**src/rtl/opb_slave_bridge.sv**
```systemverilog
// ------------------------------------------------------------------------
// opb_slave_bridge: OPB slave with masked window decode, posted-write FIFO
// and backend read handshake with timeout.   Rev 1.0
// ------------------------------------------------------------------------
`default_nettype none

module opb_slave_bridge #(
  parameter int unsigned   DW         = 32,
  parameter int unsigned   AW         = 16,
  parameter logic [AW-1:0] BASE_ADDR  = 16'h0000,
  parameter logic [AW-1:0] ADDR_MASK  = 16'hFF00,
  parameter int unsigned   FIFO_DEPTH = 4,
  parameter int unsigned   RD_TIMEOUT = 15
) (
  input  logic          opb_clk,
  input  logic          reset,
  input  logic          opb_select,
  input  logic          opb_rnw,
  input  logic [AW-1:0] opb_abus,
  input  logic [DW-1:0] opb_dbus,
  output logic [DW-1:0] sl_dbus,
  output logic          sl_xferack,
  output logic          sl_errack,
  output logic          sl_toutsup,
  output logic          wr_en,
  input  logic          wr_ready,
  output logic [AW-1:0] wr_addr,
  output logic [DW-1:0] wr_data,
  output logic          rd_en,
  output logic [AW-1:0] rd_addr,
  input  logic          rd_valid,
  input  logic [DW-1:0] rd_data
);

  localparam int unsigned PW = $clog2(FIFO_DEPTH);
  localparam int unsigned CW = PW + 1;

  typedef enum logic [2:0] {
    S_IDLE     = 3'd0,
    S_WR_STALL = 3'd1,
    S_RD_DRAIN = 3'd2,
    S_RD_WAIT  = 3'd3,
    S_DONE     = 3'd4
  } state_t;

  state_t        state_q, state_d;
  logic          xferack_q, xferack_d;
  logic          errack_q, errack_d;
  logic          toutsup_q, toutsup_d;
  logic          rd_en_q, rd_en_d;
  logic [AW-1:0] rd_addr_q, rd_addr_d;
  logic [DW-1:0] sl_dbus_q, sl_dbus_d;
  logic [7:0]    cnt_q, cnt_d;

  logic [AW-1:0] addr_mem_q [FIFO_DEPTH];
  logic [DW-1:0] data_mem_q [FIFO_DEPTH];
  logic [PW-1:0] wptr_q, rptr_q;
  logic [CW-1:0] count_q;

  logic push, pop, full, empty, hit;

  assign hit   = (opb_abus & ADDR_MASK) == BASE_ADDR;
  // Depth is a power of two, so the count MSB is set only when full.
  assign full  = count_q[PW];
  assign empty = (count_q == '0);
  assign pop   = !empty && wr_ready;

  always_comb begin
    state_d   = state_q;
    xferack_d = 1'b0;
    errack_d  = 1'b0;
    sl_dbus_d = '0;
    toutsup_d = toutsup_q;
    rd_en_d   = 1'b0;
    rd_addr_d = rd_addr_q;
    cnt_d     = cnt_q;
    push      = 1'b0;
    case (state_q)
      S_IDLE: begin
        if (opb_select && hit) begin
          if (!opb_rnw) begin
            if (!full) begin
              push      = 1'b1;
              xferack_d = 1'b1;
              state_d   = S_DONE;
            end else begin
              toutsup_d = 1'b1;
              state_d   = S_WR_STALL;
            end
          end else if (empty) begin
            rd_en_d   = 1'b1;
            rd_addr_d = opb_abus;
            cnt_d     = '0;
            state_d   = S_RD_WAIT;
          end else begin
            // Posted writes must reach the backend before the read is issued.
            toutsup_d = 1'b1;
            state_d   = S_RD_DRAIN;
          end
        end
      end
      S_WR_STALL: begin
        if (!opb_select) begin
          toutsup_d = 1'b0;
          state_d   = S_IDLE;
        end else if (!full) begin
          push      = 1'b1;
          xferack_d = 1'b1;
          toutsup_d = 1'b0;
          state_d   = S_DONE;
        end
      end
      S_RD_DRAIN: begin
        if (!opb_select) begin
          toutsup_d = 1'b0;
          state_d   = S_IDLE;
        end else if (empty) begin
          rd_en_d   = 1'b1;
          rd_addr_d = opb_abus;
          cnt_d     = '0;
          toutsup_d = 1'b0;
          state_d   = S_RD_WAIT;
        end
      end
      S_RD_WAIT: begin
        if (!opb_select) begin
          toutsup_d = 1'b0;
          state_d   = S_IDLE;
        end else if (rd_valid) begin
          sl_dbus_d = rd_data;
          xferack_d = 1'b1;
          state_d   = S_DONE;
        end else if (cnt_q == 8'(RD_TIMEOUT)) begin
          errack_d  = 1'b1;
          state_d   = S_DONE;
        end else begin
          cnt_d     = cnt_q + 8'd1;
        end
      end
      S_DONE:  state_d = S_IDLE;
      default: state_d = S_IDLE;
    endcase
  end

  always_ff @(posedge opb_clk or posedge reset) begin
    if (reset) begin
      state_q   <= S_IDLE;
      xferack_q <= 1'b0;
      errack_q  <= 1'b0;
      toutsup_q <= 1'b0;
      rd_en_q   <= 1'b0;
      rd_addr_q <= '0;
      sl_dbus_q <= '0;
      cnt_q     <= '0;
    end else begin
      state_q   <= state_d;
      xferack_q <= xferack_d;
      errack_q  <= errack_d;
      toutsup_q <= toutsup_d;
      rd_en_q   <= rd_en_d;
      rd_addr_q <= rd_addr_d;
      sl_dbus_q <= sl_dbus_d;
      cnt_q     <= cnt_d;
    end
  end

  always_ff @(posedge opb_clk or posedge reset) begin
    if (reset) begin
      wptr_q  <= '0;
      rptr_q  <= '0;
      count_q <= '0;
      for (int unsigned i = 0; i < FIFO_DEPTH; i++) begin
        addr_mem_q[i] <= '0;
        data_mem_q[i] <= '0;
      end
    end else begin
      if (push) begin
        addr_mem_q[wptr_q] <= opb_abus;
        data_mem_q[wptr_q] <= opb_dbus;
        wptr_q             <= wptr_q + PW'(1);
      end
      if (pop) begin
        rptr_q <= rptr_q + PW'(1);
      end
      if (push && !pop) begin
        count_q <= count_q + CW'(1);
      end else if (pop && !push) begin
        count_q <= count_q - CW'(1);
      end
    end
  end

  assign sl_dbus    = sl_dbus_q;
  assign sl_xferack = xferack_q;
  assign sl_errack  = errack_q;
  assign sl_toutsup = toutsup_q;
  assign rd_en      = rd_en_q;
  assign rd_addr    = rd_addr_q;
  assign wr_en      = !empty;
  assign wr_addr    = addr_mem_q[rptr_q];
  assign wr_data    = data_mem_q[rptr_q];

endmodule

`default_nettype wire

```
**config.mk**
```make
export PLATFORM = sky130hd
export DESIGN_NAME = opb_slave_bridge
export DESIGN_NICKNAME = d
export VERILOG_FILES = /design/src/rtl/opb_slave_bridge.sv
export SDC_FILE = /design/constraint.sdc
export NUM_CORES = 1
export LEC_CHECK = 0
export CAP_MARGIN = 20
export CORE_AREA = 2 2 187 189
export CTS_CLUSTER_SIZE = 8
export DETAILED_ROUTE_END_ITERATION = 7
export DIE_AREA = 0 0 189 191
export SYNTH_ARGS = -nofsm -noshare
export SYNTH_HDL_FRONTEND = slang
export SYNTH_SLANG_ARGS = --single-unit
```
**constraint.sdc**
```tcl
create_clock -name opb_clk -period 14.2 [get_ports opb_clk]
set_input_delay 4.26 -clock opb_clk [delete_from_list [all_inputs] [get_ports opb_clk]]
set_output_delay 4.26 -clock opb_clk [all_outputs]
set_load 0.01 [all_outputs]
```
; ---- Yosys cells after proc, flatten, opt, wreduce, memory -nomap -nowiden
; Index checks and enable logic that the tools add are counted.
[word_totals]
mem_count = 0
register_bits = 262
ramBits = 0
output_inout_bits = 101
rom_bits = 0
latch_bits = 0
[op_classes]
reduce_logical = 19
shifts = 0
n_bitwise = 2
div_mod_pow = 0
add_sub_neg = 5
magnitude_cmp = 3
eq_ne = 16
multipliers = 0
muxes = 69
[ops]
columns = operator, count
row1 = 32-bit two-way mux, 6
row2 = 128-bit bitwise mux, 1
row3 = 16-bit two-way mux, 7
row4 = 32-bit binary-select mux with 2-bit select, 1
row5 = 64-bit bitwise mux, 1
row6 = 32-bit demux with 2-bit select, 1
row7 = 8-bit two-way mux, 7
row8 = 3-bit two-way mux, 12
row9 = 16-bit binary-select mux with 2-bit select, 1
row10 = 16-bit demux with 2-bit select, 1
row11 = 16-bit one-hot mux with 2 select lines, 1
row12 = 1-bit two-way mux, 24
row13 = 8-bit one-hot mux with 3 select lines, 1
row14 = 16-bit zero test, 1
row15 = "2-bit != test, second input constant", 7
row16 = 7-bit AND reduction, 2
row17 = "3-bit != test, second input constant", 4
row18 = 3-bit one-hot mux with 4 select lines, 1
row19 = "8-bit by 1-bit adder with 8-bit output, second input constant", 1
row20 = "8-bit by 4-bit == test with 1-bit output, second input constant", 1
row21 = 4-bit AND reduction, 2
row22 = "3-bit by 2-bit == test with 1-bit output, second input constant", 2
row23 = "3-bit >= comparator, second input constant", 2
row24 = 3-bit zero test, 2
row25 = other kinds (15), 25

; ---- Longest topological paths before layout
[logic_depth]
depth_word = 8
mapped_depth = 11
ltp_nobuf = 9

; ---- Worst setup path after synthesis
; Ideal clock, no wire load.
[synth_timing]
path_type = input port to flip-flop
startpoint = input port opb_abus[11]
endpoint = register rd_addr_q[0], in the netlist rd_addr[0]
path_slack_ns = 7.918
arrival_time_ns = 6.157
setup_ns = 0.125
stages = 5
cell_sequence = nor4_1 > nand4_1 > a2111oi_2 > buf_4 > mux2_2
[synth_via]
elab_chain_len = 4
[synth_lines]
columns = element, line
row1 = from (decl), 19  ; input logic [AW-1:0] opb_abus,
row2 = 16-bit zero test, 62  ; assign hit = (opb_abus & ADDR_MASK) == BASE_ADDR;
row3 = 1-bit logical AND, 80  ; if (opb_select && hit) begin
row4 = 2-bit != test (no line), n/a
row5 = 4-bit AND reduction (no line), n/a
row6 = to (signal assigned), 161  ; rd_addr_q <= rd_addr_d;
row7 = to (decl), 51  ; logic [AW-1:0] rd_addr_q, rd_addr_d;
; Every way passes these cells.
; A chain may end at the register's enable or synchronous reset.

; ---- Worst setup path in the final report
[layout_timing]
startpoint = register rptr_q[0]
endpoint = output port wr_addr[10]
[layout_via]
elab_chain_len = 4
[layout_lines]
columns = element, line
row1 = from (decl), 57  ; logic [PW-1:0] wptr_q, rptr_q;
row2 = from (signal assigned), 183  ; rptr_q <= rptr_q + PW'(1);
row3 = 2-bit NOT with 3-bit output (not written as such), 200  ; assign wr_addr = addr_mem_q[rptr_q];
row4 = 16-bit binary-select mux with 2-bit select, 200
row5 = 16-bit two-way mux (not written as such) (2 in series), 200
row6 = to (decl), 27  ; output logic [AW-1:0] wr_addr,
; Every way passes these cells. The select of a mux whose other input is x is not followed.

==> summary by stage <==
Die
The floorplan die width is approximately 190 um. The area of the core is 34100 um2. From bottom edge to top edge, the die measures about 190 um. The floorplan has slightly below 70 rows. The area of the die is between 30000 and 40000 um2. The initial utilization of the core area, before any placement, comes to 0.335. In this run the count of I/O pins placed on the die edge is roughly 190.

Power and ir drop
VDD sags by at most about 0.00008 V. The total power density per cell area is between 150 and 200 nW/um2. The total leakage power is between 7 and 8 nW.

Critical path
The setup slack of the worst register-to-register path is between 10000 and 15000 ps. The startpoint identified for the worst register-to-register timing path is state_q[0]$_DFFE_PP0P_. Data arrives at the worst endpoint at roughly 3000 ps. The type of the worst setup path is flip-flop to output pin. The type of element capturing the critical path is an output pin. Data on the critical path is required at its endpoint by between 9000 and 10000 ps.

The worst register-to-register path ends at data_mem_q[104]$_DFFE_PP0P_. In this run the worst path has a maximum fanout of 26. The depth of the worst register-to-register path is 5. The startpoint type of the worst setup path is a flip-flop.

Clocking
In this run the number of H-tree levels came out at 2. The number of gates resized after cts is 0. The clock net sink count is ~260. Clock-pin slew was measured on the worst setup and hold paths at 50 ps. After clock tree synthesis, the flow added hold-fix buffers numbering 0. The master cell of the clock root buffer is sky130_fd_sc_hd__clkbuf_16. Clock tree synthesis inserted a total of 38 buffers. The post-CTS setup buffer count is 0. In this run the deepest clock path goes through 3 buffers. The TritonCTS clock tree is built. For the worst-skew pair, the clock arrives at the later sink with an insertion delay of between 500 and 600 ps.

Yosys
For this run, the register share of the synthesized area comes to 0.574. The top cell type's share of synthesized area is 0.574. The yosys synthesis warning count is 0.

The leading register cell type out of synthesis is sky130_fd_sc_hd__dfrtp_1. In this run, synthesis produced a sequential element count of about 260. Summed over all instances, the cell type with the most area after synthesis is sky130_fd_sc_hd__dfrtp_1.

The post-synth design cell area is 11400 um2. The synthesized area per cell is about 16 um2. The number of nets in the synthesized netlist is just under 800.

Counting flops with an async set or reset pin after synthesis yields a share of 1.00. The post-synthesis cell type count is 46. Counting instances in the post-synthesis netlist gives the leading cell types as sky130_fd_sc_hd__dfrtp_1 (262), sky130_fd_sc_hd__mux2_2 (130), sky130_fd_sc_hd__mux2_4 (80). The most frequently used cell type in the post-synthesis netlist is sky130_fd_sc_hd__dfrtp_1. In this run, synthesis inferred 0 flip-flops with an integrated enable.

Synthesis handed over a netlist of 700 instances. Sorting the synthesized cells by area gives the leading types as sky130_fd_sc_hd__dfrtp_1 (57%), sky130_fd_sc_hd__mux2_2 (13%), sky130_fd_sc_hd__mux2_4 (11%).

STA
The minimum period implied by the final worst setup slack is 7280 ps. The final count of negative-setup-slack endpoints is 0. Setup repair after global routing left no endpoint under its margin. The final-report hold violation count is 0. On the final layout, the worst hold slack is roughly 490 ps. The final clock period utilization by the worst path is 0.513. For this run, the top clock speed supported by timing is 0.137 GHz. Adding up every negative setup slack in the final design gives 0 ps.

At the pin with the least slew margin, the transition time is ~940 ps. The setup skew after layout is roughly 24 ps. The max-slew headroom at the worst pin is 0.373. The number of max-slew violations in the final report is 0.

Global routing
The leftover overflow at the end of global routing is 0. The total routing resource utilization after global routing is 0.145. met2 is the most crowded layer. In the global route stage, met3 resource usage came out at 0.0409. Entering global routing, the biggest net connects 126 pins. The met2 demand-to-capacity share in global routing is 0.228.

The first-pass GRT wire length is around 41 mm. The number of antenna violations at the first check in global routing is 0. The number of global-route vias before repair is slightly above 7000.

The met1 capacity usage during global routing is 0.198.

Detailed routing
The vias after detailed routing is roughly 6500. The number of iterations in the first detailed-routing pass is 4. Using the TritonRoute via totals, the vias-per-cell ratio works out to 4.80.

In the final routed layout, each cell accounts on average for 19.0 um. The count of nets left with antenna violations once routing finished came out at 0. The violation count after the first detailed-routing iteration is 194. The remaining routing DRC violations is 0. The final wirelength is ~26 mm.

Hold path
The startpoint of the worst hold path is cnt_q[7]$_DFFE_PP0P_. The worst hold path class is flip-flop to flip-flop. For hold timing, the worst endpoint is cnt_q[7]$_DFFE_PP0P_. Counting instances, the worst hold path has a depth of 1.

Final layout
The area overhead of the layout relative to synthesis is 28.9%. The share of cells above drive strength 1 is 0.352. Summing all flip-flop and latch instances after layout gives 6560 um2.

The number of filler cells placed in the layout is about 3000. The core occupancy in the finished layout is 0.432. The final-stage net count is 983.

After routing the design area is 14700 um2. The total area of multi-input combinational cells is 4640 um2. The antenna cell count is 0.

Placed design
Input and output buffers added on the ports amount to roughly 190. Detailed placement finished with a half-perimeter wire length of between 15 and 20 mm. Once placement finished, the instance area stood at between 10000 and 15000 um2. The congestion estimate from routability-driven global placement came to about 0.7.

Run
Max-cap violations in this run came to 0.

Run status
The run finished with clean final reports.
layout by cell type, fill, tap and decap left out, types with 4 or more instances in the layout:
cell type	count
sky130_fd_sc_hd__nand2_4	4
sky130_fd_sc_hd__nand2_1	12
sky130_fd_sc_hd__o31ai_1	4
sky130_fd_sc_hd__mux2_2	130
sky130_fd_sc_hd__clkdlybuf4s50_1	186
sky130_fd_sc_hd__ha_1	6
sky130_fd_sc_hd__and3_1	5
sky130_fd_sc_hd__and2_1	33
sky130_fd_sc_hd__buf_4	5
sky130_fd_sc_hd__nor2_1	13
sky130_fd_sc_hd__nand3_1	6
sky130_fd_sc_hd__o21ai_0	11
sky130_fd_sc_hd__clkbuf_16	39
sky130_fd_sc_hd__dfrtp_1	260
sky130_fd_sc_hd__mux2_4	80
sky130_fd_sc_hd__inv_1	5
sky130_fd_sc_hd__clkbuf_1	4
sky130_fd_sc_hd__mux4_2	48
sky130_fd_sc_hd__xnor2_1	5
cells by family after synthesis:
logic type / count (synthesis) / share of synthesized area
adders and majority gates: 7 / 0.00832
xor gates and xnor gates: 6 / 0.00460
DFF: 262 / 0.574
AOI/OAI and AO/OA: 27 / 0.0168
muxes: 259 / 0.329
and+or+nand+nor: 92 / 0.0452
buffers and inverters: 47 / 0.0228
per-stage QoR:
| step | cells | setup WS [ps] | power (mW) |
|---|---|---|---|
| 6_report | 1350 | 6920 | 2.77 |
| 5_1_grt | 1350 | 6700 | 2.92 |
| 2_1_floorplan | 700 | 2730 | 1.65 |
| 3_3_place_gp | 1305 | 6820 | 1.98 |
| 3_5_place_dp | 1305 | 6750 | 1.99 |
| 4_1_cts | 1350 | 6780 | 2.82 |
sequential cells by signal (all words and copies together), names as in the netlist:
name        count
rd_addr        16
sl_errack       1
sl_xferack      1
cnt_q           8
addr_mem_q     64
wptr_q          2
rptr_q          2
sl_toutsup      1
count_q         3
state_q         3
rd_en           1
sl_dbus        32
data_mem_q    128
where the power goes:
part / switching, mW / total (mW) / internal (mW)
clock network: 0.310 / 0.796 / 0.486
registers: 0.155 / 1.13 / 0.976
logic: 0.291 / 0.841 / 0.550
layout make-up:
| class | count | share of cell area |
|---|---|---|
| flip-flops and latches | 262 | 0.446 |
| clock inverters | 2 | 0.00221 |
| well taps | 455 | 0.0387 |
| inverters | 6 | 0.00204 |
| repair buffers | 191 | 0.129 |
| multi-input cells | 391 | 0.315 |
| clock buffers | 43 | 0.0673 |
how the worst max path moves through the flow:
stage	startpoint	end	slack, ps	cells after the start
final	rptr_q[0]$_DFFE_PP0P_	wr_addr[10]	6920	3
after global routing	rptr_q[0]$_DFFE_PP0P_	wr_addr[13]	6700	3
after CTS	rptr_q[0]$_DFFE_PP0P_	wr_addr[14]	6780	3
after floorplan	reset	addr_mem_q[0]$_DFFE_PP0P_	2730	1
after detailed placement	opb_abus[11]	data_mem_q[100]$_DFFE_PP0P_	6750	6
after global placement	opb_abus[11]	data_mem_q[43]$_DFFE_PP0P_	6820	6
critical path: stages, from the launching register on:
cell	delay (ps)
sky130_fd_sc_hd__dfrtp_4	760
sky130_fd_sc_hd__buf_4	590
sky130_fd_sc_hd__mux4_2	630
sky130_fd_sc_hd__clkdlybuf4s50_1	500
metal layers:
| layer | share of wire | vias up |
|---|---|---|
| li1 | - | 2916 |
| met2 | 0.46 | 175 |
| met1 | 0.46 | 3361 |
| met3 | 0.063 | 33 |
| met4 | 0.018 | 0 |
| met5 | 0 | - |
No activity file was read; power rests on OpenSTA's default activity.
